--- src/rtl/lcd_pkg.sv ---
// Shared definitions for the character-LCD bus: read FSM states, default bus timing
// (also used by the writer) and status-byte bit positions.
package lcd_pkg;

  typedef enum logic [2:0] {
    StIdle,
    StSetup,
    StEnHi,
    StHold,
    StGap
  } lcd_rd_state_t;

  // Default timing in 50 MHz clock cycles
  localparam int unsigned LCD_T_SETUP   = 3;
  localparam int unsigned LCD_T_EN_HIGH = 25;
  localparam int unsigned LCD_T_HOLD    = 2;
  localparam int unsigned LCD_T_GAP     = 25;
  localparam int unsigned LCD_MAX_POLL  = 1000;

  localparam int unsigned BF_BIT = 7;
  localparam int unsigned AC_MSB = 6;

endpackage

--- src/rtl/lcd_cycle_timer.sv ---
// Loadable down-counter; done is high while the count sits at zero, so loading N-1
// gives a phase that lasts exactly N cycles.
module lcd_cycle_timer #(
  parameter int unsigned Width = 8
) (
  input  logic             clk,
  input  logic             rst_n,
  input  logic             load,
  input  logic [Width-1:0] load_val,
  output logic             done
);

  logic [Width-1:0] count_q;

  always_ff @(posedge clk or negedge rst_n) begin
    if (!rst_n) begin
      count_q <= '0;
    end else if (load) begin
      count_q <= load_val;
    end else if (count_q != '0) begin
      count_q <= count_q - 1'b1;
    end
  end

  assign done = (count_q == '0);

endmodule

--- src/rtl/lcd_bus_reader.sv ---
// Read-side controller for the HD44780 LCD bus: single status/data reads with RW=1,
// plus an optional busy-flag poll loop bounded by MAX_POLL.
module lcd_bus_reader
  import lcd_pkg::*;
#(
  parameter int unsigned T_SETUP   = LCD_T_SETUP,
  parameter int unsigned T_EN_HIGH = LCD_T_EN_HIGH,
  parameter int unsigned T_HOLD    = LCD_T_HOLD,
  parameter int unsigned T_GAP     = LCD_T_GAP,
  parameter int unsigned MAX_POLL  = LCD_MAX_POLL
) (
  input  logic       i_clk,
  input  logic       i_rst_n,
  input  logic       i_req,
  input  logic       i_rs,
  input  logic       i_poll,
  output logic       o_ready,
  output logic       o_valid,
  output logic [7:0] o_data,
  output logic       o_timeout,
  output logic       o_bus_owned,
  input  logic [7:0] i_lcd_data,
  output logic       o_lcd_rs,
  output logic       o_lcd_rw,
  output logic       o_lcd_en
);

  if (T_SETUP < 1 || T_SETUP > 256) begin : g_bad_setup
    $error("T_SETUP must be in 1..256");
  end
  if (T_EN_HIGH < 1 || T_EN_HIGH > 256) begin : g_bad_en_high
    $error("T_EN_HIGH must be in 1..256");
  end
  if (T_HOLD < 1 || T_HOLD > 256) begin : g_bad_hold
    $error("T_HOLD must be in 1..256");
  end
  if (T_GAP < 1 || T_GAP > 256) begin : g_bad_gap
    $error("T_GAP must be in 1..256");
  end
  if (MAX_POLL < 1 || MAX_POLL > 65535) begin : g_bad_max_poll
    $error("MAX_POLL must be in 1..65535");
  end

  localparam logic [7:0]  SetupLd = 8'(T_SETUP - 1);
  localparam logic [7:0]  EnLd    = 8'(T_EN_HIGH - 1);
  localparam logic [7:0]  HoldLd  = 8'(T_HOLD - 1);
  localparam logic [7:0]  GapLd   = 8'(T_GAP - 1);
  localparam logic [15:0] MaxPoll = 16'(MAX_POLL);

  lcd_rd_state_t state_q, state_d;
  logic        rs_q, rs_d;
  logic        poll_q, poll_d;
  logic [15:0] poll_cnt_q, poll_cnt_d;
  logic [7:0]  data_q, data_d;
  logic        valid_q, valid_d;
  logic        timeout_q, timeout_d;
  logic        ready_q, owned_q, en_q;
  logic        tmr_load, tmr_done;
  logic [7:0]  tmr_val;

  lcd_cycle_timer #(
    .Width(8)
  ) u_timer (
    .clk     (i_clk),
    .rst_n   (i_rst_n),
    .load    (tmr_load),
    .load_val(tmr_val),
    .done    (tmr_done)
  );

  always_comb begin
    state_d    = state_q;
    rs_d       = rs_q;
    poll_d     = poll_q;
    poll_cnt_d = poll_cnt_q;
    data_d     = data_q;
    valid_d    = 1'b0;
    timeout_d  = timeout_q;
    tmr_load   = 1'b0;
    tmr_val    = '0;
    unique case (state_q)
      StIdle: begin
        if (i_req) begin
          rs_d       = i_rs;
          poll_d     = i_poll & ~i_rs;
          poll_cnt_d = 16'd1;
          state_d    = StSetup;
          tmr_load   = 1'b1;
          tmr_val    = SetupLd;
        end
      end
      StSetup: begin
        if (tmr_done) begin
          state_d  = StEnHi;
          tmr_load = 1'b1;
          tmr_val  = EnLd;
        end
      end
      StEnHi: begin
        if (tmr_done) begin
          data_d   = i_lcd_data;
          state_d  = StHold;
          tmr_load = 1'b1;
          tmr_val  = HoldLd;
        end
      end
      StHold: begin
        if (tmr_done) begin
          state_d  = StGap;
          tmr_load = 1'b1;
          tmr_val  = GapLd;
        end
      end
      StGap: begin
        if (tmr_done) begin
          if (poll_q && data_q[BF_BIT] && (poll_cnt_q < MaxPoll)) begin
            poll_cnt_d = poll_cnt_q + 16'd1;
            state_d    = StSetup;
            tmr_load   = 1'b1;
            tmr_val    = SetupLd;
          end else begin
            valid_d   = 1'b1;
            timeout_d = poll_q & data_q[BF_BIT];
            state_d   = StIdle;
          end
        end
      end
      default: state_d = StIdle;
    endcase
  end

  // Bus-facing outputs are decoded from the next state and registered so EN cannot glitch.
  always_ff @(posedge i_clk or negedge i_rst_n) begin
    if (!i_rst_n) begin
      state_q    <= StIdle;
      rs_q       <= 1'b0;
      poll_q     <= 1'b0;
      poll_cnt_q <= '0;
      data_q     <= '0;
      valid_q    <= 1'b0;
      timeout_q  <= 1'b0;
      ready_q    <= 1'b1;
      owned_q    <= 1'b0;
      en_q       <= 1'b0;
    end else begin
      state_q    <= state_d;
      rs_q       <= rs_d;
      poll_q     <= poll_d;
      poll_cnt_q <= poll_cnt_d;
      data_q     <= data_d;
      valid_q    <= valid_d;
      timeout_q  <= timeout_d;
      ready_q    <= (state_d == StIdle);
      owned_q    <= (state_d != StIdle);
      en_q       <= (state_d == StEnHi);
    end
  end

  assign o_ready     = ready_q;
  assign o_valid     = valid_q;
  assign o_data      = data_q;
  assign o_timeout   = timeout_q;
  assign o_bus_owned = owned_q;
  assign o_lcd_rs    = rs_q;
  assign o_lcd_rw    = owned_q;
  assign o_lcd_en    = en_q;

endmodule

--- config.mk ---
export PLATFORM = sky130hd
export DESIGN_NAME = lcd_bus_reader
export DESIGN_NICKNAME = d
export VERILOG_FILES = /design/src/rtl/lcd_pkg.sv /design/src/rtl/lcd_cycle_timer.sv /design/src/rtl/lcd_bus_reader.sv
export SDC_FILE = /design/constraint.sdc
export NUM_CORES = 1
export LEC_CHECK = 0
export BUFFER_PORTS_ARGS = -buffer_cell sky130_fd_sc_hd__buf_2
export CAP_MARGIN = 20
export CELL_PAD_IN_SITES_DETAIL_PLACEMENT = 1
export CELL_PAD_IN_SITES_GLOBAL_PLACEMENT = 1
export CORE_UTILIZATION = 33
export DETAILED_ROUTE_END_ITERATION = 10
export PLACE_DENSITY_LB_ADDON = 0.05
export SLEW_MARGIN = 20
export SYNTH_ARGS = -nofsm -noshare
export SYNTH_HDL_FRONTEND = slang
export SYNTH_SLANG_ARGS = --single-unit
--- constraint.sdc ---
create_clock -name i_clk -period 3.3 [get_ports i_clk]
set_clock_uncertainty 0.1 [all_clocks]
set_input_delay 0.66 -clock i_clk [delete_from_list [all_inputs] [get_ports i_clk]]
set_output_delay 0.66 -clock i_clk [all_outputs]
set_load 0.01 [all_outputs]
# --- After elaboration in Yosys (flattened, before gate mapping) ---
# Cells that the tools add are included.
classes:
  add_sub_neg: 2
  n_mul: 0
  div_mod_pow: 0
  n_lt_le_gt_ge: 1
  n_eq_ne: 8
  n_shift: 0
  n_mux: 27
  bitwise_logic: 4
  reduce_logical: 15
op_table:
  columns: ["cell", "count"]
  rows:
  - ["$mux W16", 3]
  - ["$pmux W16 S2", 1]
  - ["$pmux W5 S4", 1]
  - ["$add A16 B1 Y16 const B", 1]
  - ["$lt A16 B10 Y1 const B", 1]
  - ["$mux W8", 2]
  - ["$mux W3", 5]
  - ["$pmux W3 S5", 1]
  - ["$eq A3 B2 Y1 const B", 3]
  - ["$mux W1", 9]
  - ["$logic_not A8 Y1", 1]
  - ["$reduce_bool A8 Y1", 1]
  - ["$sub A8 B1 Y8 const B", 1]
  - ["$logic_not A3 Y1", 2]
  - ["$mux W2", 3]
  - ["$ne A2 B2 Y1 const B", 3]
  - ["$mux W5", 1]
  - ["$reduce_and A2 Y1", 2]
  - ["$reduce_and A4 Y1", 1]
  - ["$reduce_bool A2 Y1", 2]
  - ["$eq A3 B1 Y1 const B", 1]
  - ["$eq A3 B3 Y1 const B", 1]
  - ["$pmux W1 S3", 1]
  - ["$reduce_and A3 Y1", 1]
  - ["6 further kinds", 9]
totals:
  register_bits: 42
  latch_bits: 0
  ram_bits: 0
  romBits: 0
  in_bits: 13
  output_inout_bits: 15
  wordCells: 68
  n_memories: 0

# --- Logic depth before layout (Yosys ltp) ---
# Gate-level depths: netlist of the first run.
logic_depth:
  depth_word: 6
  depth_mapped: 9

# --- Cells and area by module ---
# Synthesis of the first run repeated with hierarchy kept, for this count alone.
hier_totals:
  hier_cells: 195
  hier_area_um2: 1964.4
by_module_without_submodules:
  columns: ["mod", "instances", "cells_per_inst", "area_per_inst_um2", "seq_area_each_um2"]
  rows:
  - ["lcd_bus_reader", 1, 141, 1487.7, 852.1]
  - ["lcd_cycle_timer", 1, 54, 476.7, 200.2]

# --- Worst setup path before layout of the first run ---
# Ideal clock, no wire load.
synth_path:
  kind: "register -> register"
  start: "register poll_cnt_q[11]"
  end: "register poll_cnt_q[1]"
  setup_time_ns: 0.121
  t_arrival_ns: 2.423
  t_required_ns: 3.079
  path_slack_ns: 0.656
  stages_incl_launch_ff: 7
  period_less_slack_ns: 2.644
  path_cell_list: "dfrtp_1 or4_1 or4_1 buf_2 or4_4 a211o_1 a22o_1"
synth_via:
  elab_chain_cells: 4
synth_rtl:
  columns: ["item", "line_no", "rtl"]
  rows:
  - ["start: declaration", "lcd_bus_reader.sv:53", "logic [15:0] poll_cnt_q, poll_cnt_d;"]
  - ["start signal: assignment", "lcd_bus_reader.sv:149", "poll_cnt_q <= poll_cnt_d;"]
  - ["$lt A16 B10 Y1", "lcd_bus_reader.sv:116", "if (poll_q && data_q[BF_BIT] && (poll_cnt_q < MaxPoll)) begin"]
  - ["$logic_and A1 B1 Y1", "lcd_bus_reader.sv:116", null]
  - ["$ne A2 B2 Y1 (no line)", null, null]
  - ["$reduce_and A4 Y1 (no line)", null, null]
# No other way between the ends.
# A chain may end at the register's enable or synchronous reset.

# --- Final worst setup path of the first run ---
# Same ends and word-level chain as after synthesis.

==> impl_metrics.env, run 1 <==
export IMPL_post_route_min_period_ps=2880
export IMPL_path_class="register to register"
export IMPL_grt_pass1_wl_um=7490
export IMPL_grt_max_degree=43
export IMPL_wl_per_cell_um=14.8
export IMPL_clock_sinks=42
export IMPL_ant_nets=0
export IMPL_setup_viol_count_final=0
export IMPL_clk_path_buf_depth=2
export IMPL_core_area_um2=5510
export IMPL_synth_cell_area_um2=1900
export IMPL_max_slew_margin_rel_pct=38.0
export IMPL_syn_area_per_cell_um2=10.5
export IMPL_die_h_um=77.8
export IMPL_slew_violations=0
export IMPL_crit_path_top_delay_cell="or4_1"
export IMPL_worstSkewPairLatency_ps=280
export IMPL_clock_root_buffer="clkbuf_8"
export IMPL_critPathCaptureType="register"
export IMPL_ios=28
export IMPL_dr_pass1_iters=4
export IMPL_drive_above_1_share_pct=25.5
export IMPL_worstPathArrival_ps=2940
export IMPL_final_common_cell="dfrtp_1"
export IMPL_cts_max_level=2
export IMPL_postCtsSetupRepairBufs=0
export IMPL_overflow=0
export IMPL_yosysSeqAreaShare_pct=55.5
export IMPL_worstMarginPinSlew_ps=931
export IMPL_syn2layout_area_growth_pct=17.0
export IMPL_power_uw=897
export IMPL_path_cells="or4_1, or4_1, or4_4, a211o_1, a22o_1"
export IMPL_ys_warn_count=0
export IMPL_start_util_pct=34.4
export IMPL_synthMuxAreaShare_pct=6.34
export IMPL_p_leak_nw=0.982
export IMPL_diodes=0
export IMPL_synth_top_family_by_area="simple AND/OR/NAND/NOR gates"
export IMPL_rsz0062_at_grt="no"
export IMPL_power_density_nw_per_um2=404
export IMPL_holdBufCountCts=0
export IMPL_synthSimpleGateAreaFrac_pct=22.0
export IMPL_setup_tns_ps=0
export IMPL_die_w_um=77.8
export IMPL_period_share_pct=87.1
export IMPL_gp_congestion=0.752
export IMPL_routed_wl_um=4200
export IMPL_cp_start_kind="register"
export IMPL_min_path_type="register to register"
export IMPL_critPathMaxFanout=6
export IMPL_fp_row_count=27
export IMPL_cpPeakStageDelay_ps=620
export IMPL_critical_path_most_common_cell="or4_1"
export IMPL_synth_xor_area_share_pct=2.31
export IMPL_drv_cap=0
export IMPL_dieArea_um2=6050
export IMPL_synth_compound_area_share_pct=9.44
export IMPL_final_nets=226
export IMPL_layout_common_cells="dfrtp_1, buf_2, nor2_1"
export IMPL_numCtsBuffers=5
export IMPL_synth_area_leader_cell="dfrtp_1"
export IMPL_synthCells=180
export IMPL_synth_nets=195
export IMPL_grt_pass1_vias=1531
export IMPL_cts_resized=0
export IMPL_numPortBuffers=27
export IMPL_antenna_found_initial=0
export IMPL_dpl_hpwl_um=3100
export IMPL_synthTopCellsByArea="dfrtp_1, mux2_2, nor2_1, nand2_1, and2_1"
export IMPL_synth_top_cell_area_share_pct=54.1
export IMPL_crit_required_ps=3370
export IMPL_hold_violations=0
export IMPL_drc=0
export IMPL_cts_tree="built"
export IMPL_path_delay_family="simple AND/OR/NAND/NOR gates"
export IMPL_drtIter0Drc=33
export IMPL_clk_pin_slew_worst_paths_ps=80
export IMPL_yosys_register_bits=42
export IMPL_worst_path_buf_inv=0
export IMPL_max_vdd_ir_drop_mv=0.214
export IMPL_vias_per_cell=5.11
export IMPL_synth_fa_ha_area_share_pct=1.32
export IMPL_grt_usage_pct=15.9
export IMPL_num_vias=1450
export IMPL_fmaxAchievable_mhz=348
export IMPL_run_status="completed"
export IMPL_yosys_cell_types_count=38
-- per-stage QoR --
step	cells	hold slack (ps)	area (um^2)	setup WS (ps)	util (%)
floorplan	180	264	1900	656	-
global route	284	414	2220	298	40.3
detailed placement	276	367	2120	409	38.6
finish	284	386	2220	424	40.3
global placement	276	362	2120	473	38.6
CTS	284	392	2220	393	40.3
-- power breakdown --
| group | leakage (nW) | switching [mW] | internal [mW] | total [mW] |
|---|---|---|---|---|
| clock network | 0.0472 | 0.176 | 0.168 | 0.345 |
| registers | 0.482 | 0.00251 | 0.519 | 0.522 |
| logic | 0.452 | 0.0184 | 0.0124 | 0.0308 |
-- sequential cells by signal, summed over array words and instances (netlist names) --
name             flops
state_q              3
o_lcd_rs             1
o_lcd_en             1
poll_cnt_q          16
o_timeout            1
u_timer.count_q      8
o_data               8
poll_q               1
o_ready              1
o_valid              1
o_bus_owned          1
-- Yosys cell counts --
cell type  count
or4_1          3
a22o_1         2
buf_2          1
a31o_2         3
dfrtp_1       41
inv_1          6
nor3b_1        2
nor4_1         1
mux2i_1        3
o22ai_1        1
nand3_1        6
mux2_2         8
o21ai_0        6
a211o_1        1
nand2_1       14
nor4b_1        2
clkbuf_1       6
nand2b_1       4
xnor2_1        4
a31oi_1        1
a21oi_1        7
buf_4          1
xor2_1         1
a32o_1         1
nor4_2         1
a22oi_1        1
and3_1         2
a21boi_0       2
o31ai_1        1
nand3b_1       2
nand4_1        6
nor2_1        20
nor3_1         7
dfstp_2        1
ha_1           2
o2111ai_1      1
or4_4          1
and2_1         8
-- cells by family (layout without fill, tap and decap cells) --
group           Yosys count  after routing
xor+xnor                  5              5
fa+ha+maj                 2              2
flops                    42             42
buf+inv                  14             46
compound gates           27             27
simple gates             79             79
mux                      11             11
-- cell type report --
type	count	area (um^2)
fillers	621	3290
flip-flops and latches	42	1050
multi-input cells	124	786
repair buffers	32	173
well taps	72	90.1
clock buffers	6	82.6
inverters	6	22.5
clock inverters	2	12.5
-- layer usage --
| metal | wire length (um) | track usage, % | up-vias |
|---|---|---|---|
| met1 | 1950 | 19.4 | 727 |
| met5 | 0 | 0 | - |
| met2 | 2110 | 28.7 | 27 |
| met4 | 25 | 4.34 | 0 |
| li1 | - | - | 694 |
| met3 | 116 | 2.94 | 2 |
-- path summary, 6_finish.rpt --
path | start | to | slack, ps | depth (start not counted)
min in group asynchronous | i_rst_n | o_lcd_en$_DFF_PN0_ | 410 | 1
max in group asynchronous | i_rst_n | poll_cnt_q[7]$_DFFE_PN0P_ | 2100 | 1
min | poll_cnt_q[11]$_DFFE_PN0P_ | poll_cnt_q[11]$_DFFE_PN0P_ | 390 | 1
max reg2reg | poll_cnt_q[11]$_DFFE_PN0P_ | poll_cnt_q[1]$_DFFE_PN0P_ | 420 | 5
min reg2reg | poll_cnt_q[11]$_DFFE_PN0P_ | poll_cnt_q[11]$_DFFE_PN0P_ | 390 | 1
max | poll_cnt_q[11]$_DFFE_PN0P_ | poll_cnt_q[1]$_DFFE_PN0P_ | 420 | 5
No activity file was read; power rests on OpenSTA's default activity.
==> inputs of run 2 (changes only) <==
--- a/config.mk
+++ b/config.mk
@@ -9,6 +9,7 @@
 export CAP_MARGIN = 20
 export CELL_PAD_IN_SITES_DETAIL_PLACEMENT = 1
 export CELL_PAD_IN_SITES_GLOBAL_PLACEMENT = 1
+export CORE_ASPECT_RATIO = 0.9
 export CORE_UTILIZATION = 33
 export DETAILED_ROUTE_END_ITERATION = 10
 export PLACE_DENSITY_LB_ADDON = 0.05
==> run 2 against run 1 <==
  * Sequential power barely moved
  * Critical path depth is the same
  * Non-clock buffer count fell by 2
  * Via count increased by 1.9%
  * Combinational power up 4%
  * Cell count is 2.5% lower
  * Critical path type unchanged
  * First-iteration DRC count grew 100%
==> impl_metrics.env, run 2 (synthesized netlist as in run 1, its figures left out) <==
export IMPL_cts_resized=0
export IMPL_p_sw_share_pct=22.0
export IMPL_critPathMaxFanout=6
export IMPL_regMostFlops="poll_cnt_q"
export IMPL_grt_pass1_vias=1572
export IMPL_place_inst=269
export IMPL_worstSkewPairLatency_ps=290
export IMPL_worstMarginPinSlew_ps=960
export IMPL_worstPathArrival_ps=2920
export IMPL_wl_per_cell_um=16.4
export IMPL_drive_above_1_share_pct=24.8
export IMPL_dieArea_um2=6050
export IMPL_drtIter0Drc=66
export IMPL_clk_path_buf_depth=2
export IMPL_hold_violations=0
export IMPL_power_density_nw_per_um2=408
export IMPL_highest_layer="met4"
export IMPL_dpl_hpwl_um=3390
export IMPL_ant_nets=0
export IMPL_setup_viol_count_final=0
export IMPL_p_leak_nw=0.971
export IMPL_final_nets=224
export IMPL_numPortBuffers=27
export IMPL_num_vias=1478
export IMPL_fp_row_count=25
export IMPL_fin_cells=277
export IMPL_holdBufCountCts=0
export IMPL_overflow=0
export IMPL_pwr_share_comb_pct=3.6
export IMPL_cp_start_kind="register"
export IMPL_grt_usage_pct=17.6
export IMPL_dr_pass1_iters=4
export IMPL_routed_wl_um=4560
export IMPL_start_util_pct=35.2
export IMPL_largest_reg_flops=16
export IMPL_path_class="register to register"
export IMPL_grt_pass1_wl_um=7780
export IMPL_setup_tns_ps=0
export IMPL_vias_per_cell=5.34
export IMPL_cts_tree="built"
export IMPL_pwr_share_clk_pct=38.2
export IMPL_slew_violations=0
export IMPL_clock_root_buffer="clkbuf_8"
export IMPL_seqPwrFrac_pct=58.2
export IMPL_cts_max_level=2
export IMPL_critPathCaptureType="register"
export IMPL_internal_power_uw=700
export IMPL_fmaxAchievable_mhz=353
export IMPL_run_status="completed"
export IMPL_drv_cap=0
export IMPL_numCtsBuffers=5
export IMPL_n_fill_cell=624
export IMPL_met1Wirelength_um=2170
export IMPL_wl_met3_um=157
export IMPL_drc=0
export IMPL_crit_required_ps=3380
export IMPL_power_switching_uw=197
export IMPL_core_area_um2=5380
export IMPL_postCtsSetupRepairBufs=0
export IMPL_final_common_cell="dfrtp_1"
export IMPL_max_vdd_ir_drop_mv=0.154
export IMPL_clock_sinks=42
export IMPL_min_path_type="register to register"
export IMPL_antenna_found_initial=0
export IMPL_clk_pin_slew_worst_paths_ps=80
export IMPL_post_route_min_period_ps=2830
export IMPL_gp_congestion=0.748
export IMPL_period_share_pct=85.9
export IMPL_die_h_um=73.9
export IMPL_syn2layout_area_growth_pct=15.9
export IMPL_rsz0062_at_grt="no"
export IMPL_grt_max_degree=43
export IMPL_diodes=0
export IMPL_dr_wl_met2_um=2190
export IMPL_max_slew_margin_rel_pct=35.5
export IMPL_layout_common_cells="dfrtp_1, buf_2, nor2_1"
export IMPL_die_w_um=81.9
export IMPL_ios=28
run 2: cell count changes in the layout (fill, tap and decap cells not counted), sizes merged:
| cell | delta |
|---|---|
| buf | -2 |
run 2: per-stage QoR:
| stage | worst slack, ps | cell area [um^2] | hold WS [ps] | util [%] | power (mW) |
|---|---|---|---|---|---|
| floorplan | 656 | 1900 | 264 | - | 0.540 |
| global placement | 553 | 2100 | 358 | 39.1 | 0.563 |
| detailed placement | 494 | 2100 | 365 | 39.1 | 0.565 |
| CTS | 468 | 2200 | 389 | 40.8 | 0.912 |
| global route | 340 | 2200 | 418 | 40.8 | 0.939 |
| finish | 465 | 2200 | 384 | 40.8 | 0.897 |
run 2: power by group through the flow:
| stage | clock network, mW | registers [mW] | logic (mW) |
|---|---|---|---|
| after floorplan | 0 | 0.534 | 0.00576 |
| after global placement | 0 | 0.532 | 0.0316 |
| after detailed placement | 0 | 0.532 | 0.0333 |
| after CTS | 0.357 | 0.522 | 0.0333 |
| after global routing | 0.380 | 0.522 | 0.0363 |
| final | 0.343 | 0.522 | 0.0320 |
run 2: area by class of cell:
type	count	area [um^2]	share of cell area, %
clock inverter	2	12.5	0.569
sequential	42	1050	47.9
inverter	6	22.5	1.03
tap	67	83.8	3.82
clock buffer	6	82.6	3.76
timing repair buffer	30	158	7.18
multi-input combinational	124	786	35.8
run 2: path summary, 6_finish.rpt:
check | start | endpoint | slack (ps) | cells after the start
min in group asynchronous | i_rst_n | poll_cnt_q[9]$_DFFE_PN0P_ | 410 | 1
setup reg to reg | poll_cnt_q[11]$_DFFE_PN0P_ | poll_cnt_q[1]$_DFFE_PN0P_ | 470 | 5
setup / recovery | poll_cnt_q[11]$_DFFE_PN0P_ | poll_cnt_q[1]$_DFFE_PN0P_ | 470 | 5
hold reg to reg | poll_cnt_q[14]$_DFFE_PN0P_ | poll_cnt_q[14]$_DFFE_PN0P_ | 380 | 1
hold / removal | poll_cnt_q[14]$_DFFE_PN0P_ | poll_cnt_q[14]$_DFFE_PN0P_ | 380 | 1
max in group asynchronous | i_rst_n | u_timer.count_q[4]$_DFFE_PN0P_ | 2100 | 1
run 2: per-layer routing:
layer	up-vias	GRT usage, %
met5	-	0
li1	695	-
met2	32	28.9
met3	5	3.85
met4	0	5.26
met1	746	23.2
run 2: worst max-delay path, stage by stage, from the launching register on:
cell     delay (ps)
dfrtp_1         380
or4_1           530
or4_1           630
or4_4           490
a211o_1         350
a22o_1          240
==> inputs of run 3 (changes only) <==
--- a/config.mk
+++ b/config.mk
@@ -5,6 +5,7 @@
 export SDC_FILE = /design/constraint.sdc
 export NUM_CORES = 1
 export LEC_CHECK = 0
+export ABC_AREA = 1
 export BUFFER_PORTS_ARGS = -buffer_cell sky130_fd_sc_hd__buf_2
 export CAP_MARGIN = 20
 export CELL_PAD_IN_SITES_DETAIL_PLACEMENT = 1
==> run 3 against run 2 <==
  * Register-to-register slack better by 790 ps
  * Core utilization shrank 1.6 points
  * Non-clock buffer count shrank 3
  * Cell count is 20% higher
  * Largest cell class unchanged
==> impl_metrics.env, run 3 <==
export IMPL_run_status="completed"
export IMPL_dr_pass1_iters=4
export IMPL_synth_nets=230
export IMPL_period_share_pct=62.1
export IMPL_synthTopCellsByArea="dfrtp_1, mux2_4, nand2_1, nor2_1, inv_1"
export IMPL_critPathCaptureType="register"
export IMPL_p_leak_nw=1.16
export IMPL_async_reset_ff_share_pct=100
export IMPL_grt_max_degree=43
export IMPL_min_path_type="input pin to async pin"
export IMPL_layout_common_cells="dfrtp_1, nand2_1, buf_2"
export IMPL_yosys_register_bits=42
export IMPL_grt_pass1_wl_um=7540
export IMPL_drtIter0Drc=36
export IMPL_cts_resized=0
export IMPL_power_uw=963
export IMPL_pre_cts_ws_ps=1220
export IMPL_hold_violations=0
export IMPL_synth_flop_cell="dfrtp_1"
export IMPL_worstSkewPairLatency_ps=290
export IMPL_fp_row_count=27
export IMPL_numPortBuffers=27
export IMPL_regToRegEndpoint="u_timer.count_q[5]$_DFFE_PN0P_"
export IMPL_worstPathArrival_ps=2130
export IMPL_largest_reg_flops=16
export IMPL_fmaxAchievable_mhz=488
export IMPL_synth_area_leader_cell="dfrtp_1"
export IMPL_reg2reg_from="u_timer.count_q[0]$_DFFE_PN0P_"
export IMPL_layout_setup_ws_ps=1250
export IMPL_power_density_nw_per_um2=397
export IMPL_crit_path_top_delay_cell="dfrtp_1"
export IMPL_num_vias=1504
export IMPL_max_vdd_ir_drop_mv=0.200
export IMPL_wl_per_cell_um=13.0
export IMPL_ios=28
export IMPL_numCtsBuffers=5
export IMPL_cpPeakStageDelay_ps=380
export IMPL_synth_edf_count=0
export IMPL_final_common_cell="dfrtp_1"
export IMPL_core_area_um2=6180
export IMPL_setup_viol_count_final=0
export IMPL_grt_pass1_vias=1543
export IMPL_clk_path_buf_depth=2
export IMPL_synth_cell_area_um2=2130
export IMPL_diodes=0
export IMPL_synth_most_common_cell="dfrtp_1"
export IMPL_setup_tns_ps=0
export IMPL_gp_congestion=0.693
export IMPL_syn2layout_area_growth_pct=14.1
export IMPL_post_dp_cell_area_um2=2310
export IMPL_holdBufCountCts=0
export IMPL_overflow=0
export IMPL_rsz0062_at_grt="no"
export IMPL_crit_required_ps=3380
export IMPL_clock_sinks=42
export IMPL_postCtsSetupRepairBufs=0
export IMPL_drc=0
export IMPL_drive_above_1_share_pct=30.1
export IMPL_yosysSeqAreaShare_pct=49.5
export IMPL_path_class="register to register"
export IMPL_dieArea_um2=6770
export IMPL_antenna_found_initial=0
export IMPL_synth_top_cell_area_share_pct=48.2
export IMPL_ys_warn_count=0
export IMPL_max_slew_margin_rel_pct=63.7
export IMPL_cts_tree="built"
export IMPL_path_cells="inv_1, ha_1, nand2_2, nor2_8, nand4_4, nand2_4, inv_2, nand2_1, nor3_1"
export IMPL_start_util_pct=34.4
export IMPL_ant_nets=0
export IMPL_clock_root_buffer="clkbuf_8"
export IMPL_die_h_um=78.2
export IMPL_yosys_cell_types_count=33
export IMPL_vias_per_cell=4.52
export IMPL_design_area_um2=2430
export IMPL_syn_area_per_cell_um2=9.89
export IMPL_worstMarginPinSlew_ps=545
export IMPL_synthCells=215
export IMPL_dpl_hpwl_um=3190
export IMPL_slew_violations=0
export IMPL_routed_wl_um=4320
export IMPL_clk_pin_slew_worst_paths_ps=90
export IMPL_die_w_um=86.6
export IMPL_synthTopCellsByCount="dfrtp_1, nand2_1, nor2_1"
export IMPL_post_route_min_period_ps=2050
export IMPL_critPathMaxFanout=26
export IMPL_grt_usage_pct=14.6
export IMPL_final_nets=260
export IMPL_r2r_slack_ps=1250
export IMPL_reg2reg_depth=9
export IMPL_regMostFlops="poll_cnt_q"
export IMPL_cp_start_kind="register"
export IMPL_cts_max_level=2
export IMPL_drv_cap=0
==> run 3: how the worst max path moves through the flow <==
stage,from,endpoint,cells after the start
after floorplan,u_timer.count_q[0]$_DFFE_PN0P_,o_data[0]$_DFFE_PN0P_,7
after global placement,u_timer.count_q[0]$_DFFE_PN0P_,u_timer.count_q[5]$_DFFE_PN0P_,9
after detailed placement,u_timer.count_q[0]$_DFFE_PN0P_,u_timer.count_q[5]$_DFFE_PN0P_,9
after CTS,u_timer.count_q[0]$_DFFE_PN0P_,u_timer.count_q[5]$_DFFE_PN0P_,9
after global routing,u_timer.count_q[0]$_DFFE_PN0P_,u_timer.count_q[2]$_DFFE_PN0P_,9
final,u_timer.count_q[0]$_DFFE_PN0P_,u_timer.count_q[5]$_DFFE_PN0P_,9
==> run 3: layout make-up <==
class                      count  area [um^2]
clock buffer                   6         72.6
clock inverter                 2         37.5
fill                         737         3760
inverter                      31          119
multi-input combinational    138          898
sequential                    42         1050
tap                           87          109
timing repair buffer          27          138
==> run 3: per-stage QoR <==
stage                     utilization (%)  hold slack [ps]  cells
after detailed placement             37.4              368    325
after CTS                            39.2              391    333
after global routing                 39.2              294    333
after floorplan                         -              264    215
after global placement               37.4              369    325
final                                39.2              242    333
==> run 3: worst max-delay path: cells and delay by family, from the launching register on <==
kind                     cells  cell delay (ps)
AND/OR/NAND/NOR              6             1050
flip-flops                   1              380
adder cells (fa/ha/maj)      1              230
buffers and inverters        2              160
==> run 3: layer usage <==
metal  routed length (um)  GRT usage [%]  vias up
li1                     -              -      752
met3                  131           3.47        4
met4                   45           4.50        0
met5                    0              0        -
met1                 2130           19.2      726
met2                 2010           23.7       22
==> run 3: cells by family (layout without fill, tap and decap cells) <==
family | count (synthesis) | after routing | share of synthesized area (%)
and+or+nand+nor | 100 | 100 | 26.1
DFF | 42 | 42 | 49.5
buffers and inverters | 35 | 66 | 8.29
AOI/OAI and AO/OA | 22 | 22 | 6.88
muxes | 8 | 8 | 5.65
xor gates and xnor gates | 6 | 6 | 2.47
adders and majority gates | 2 | 2 | 1.18
==> run 3: power by group <==
group,switching [mW],internal (mW),total (mW)
Combinational,0.0170,0.0150,0.0319
Clock,0.183,0.226,0.409
Sequential,0.00299,0.519,0.522
Total,0.203,0.760,0.963
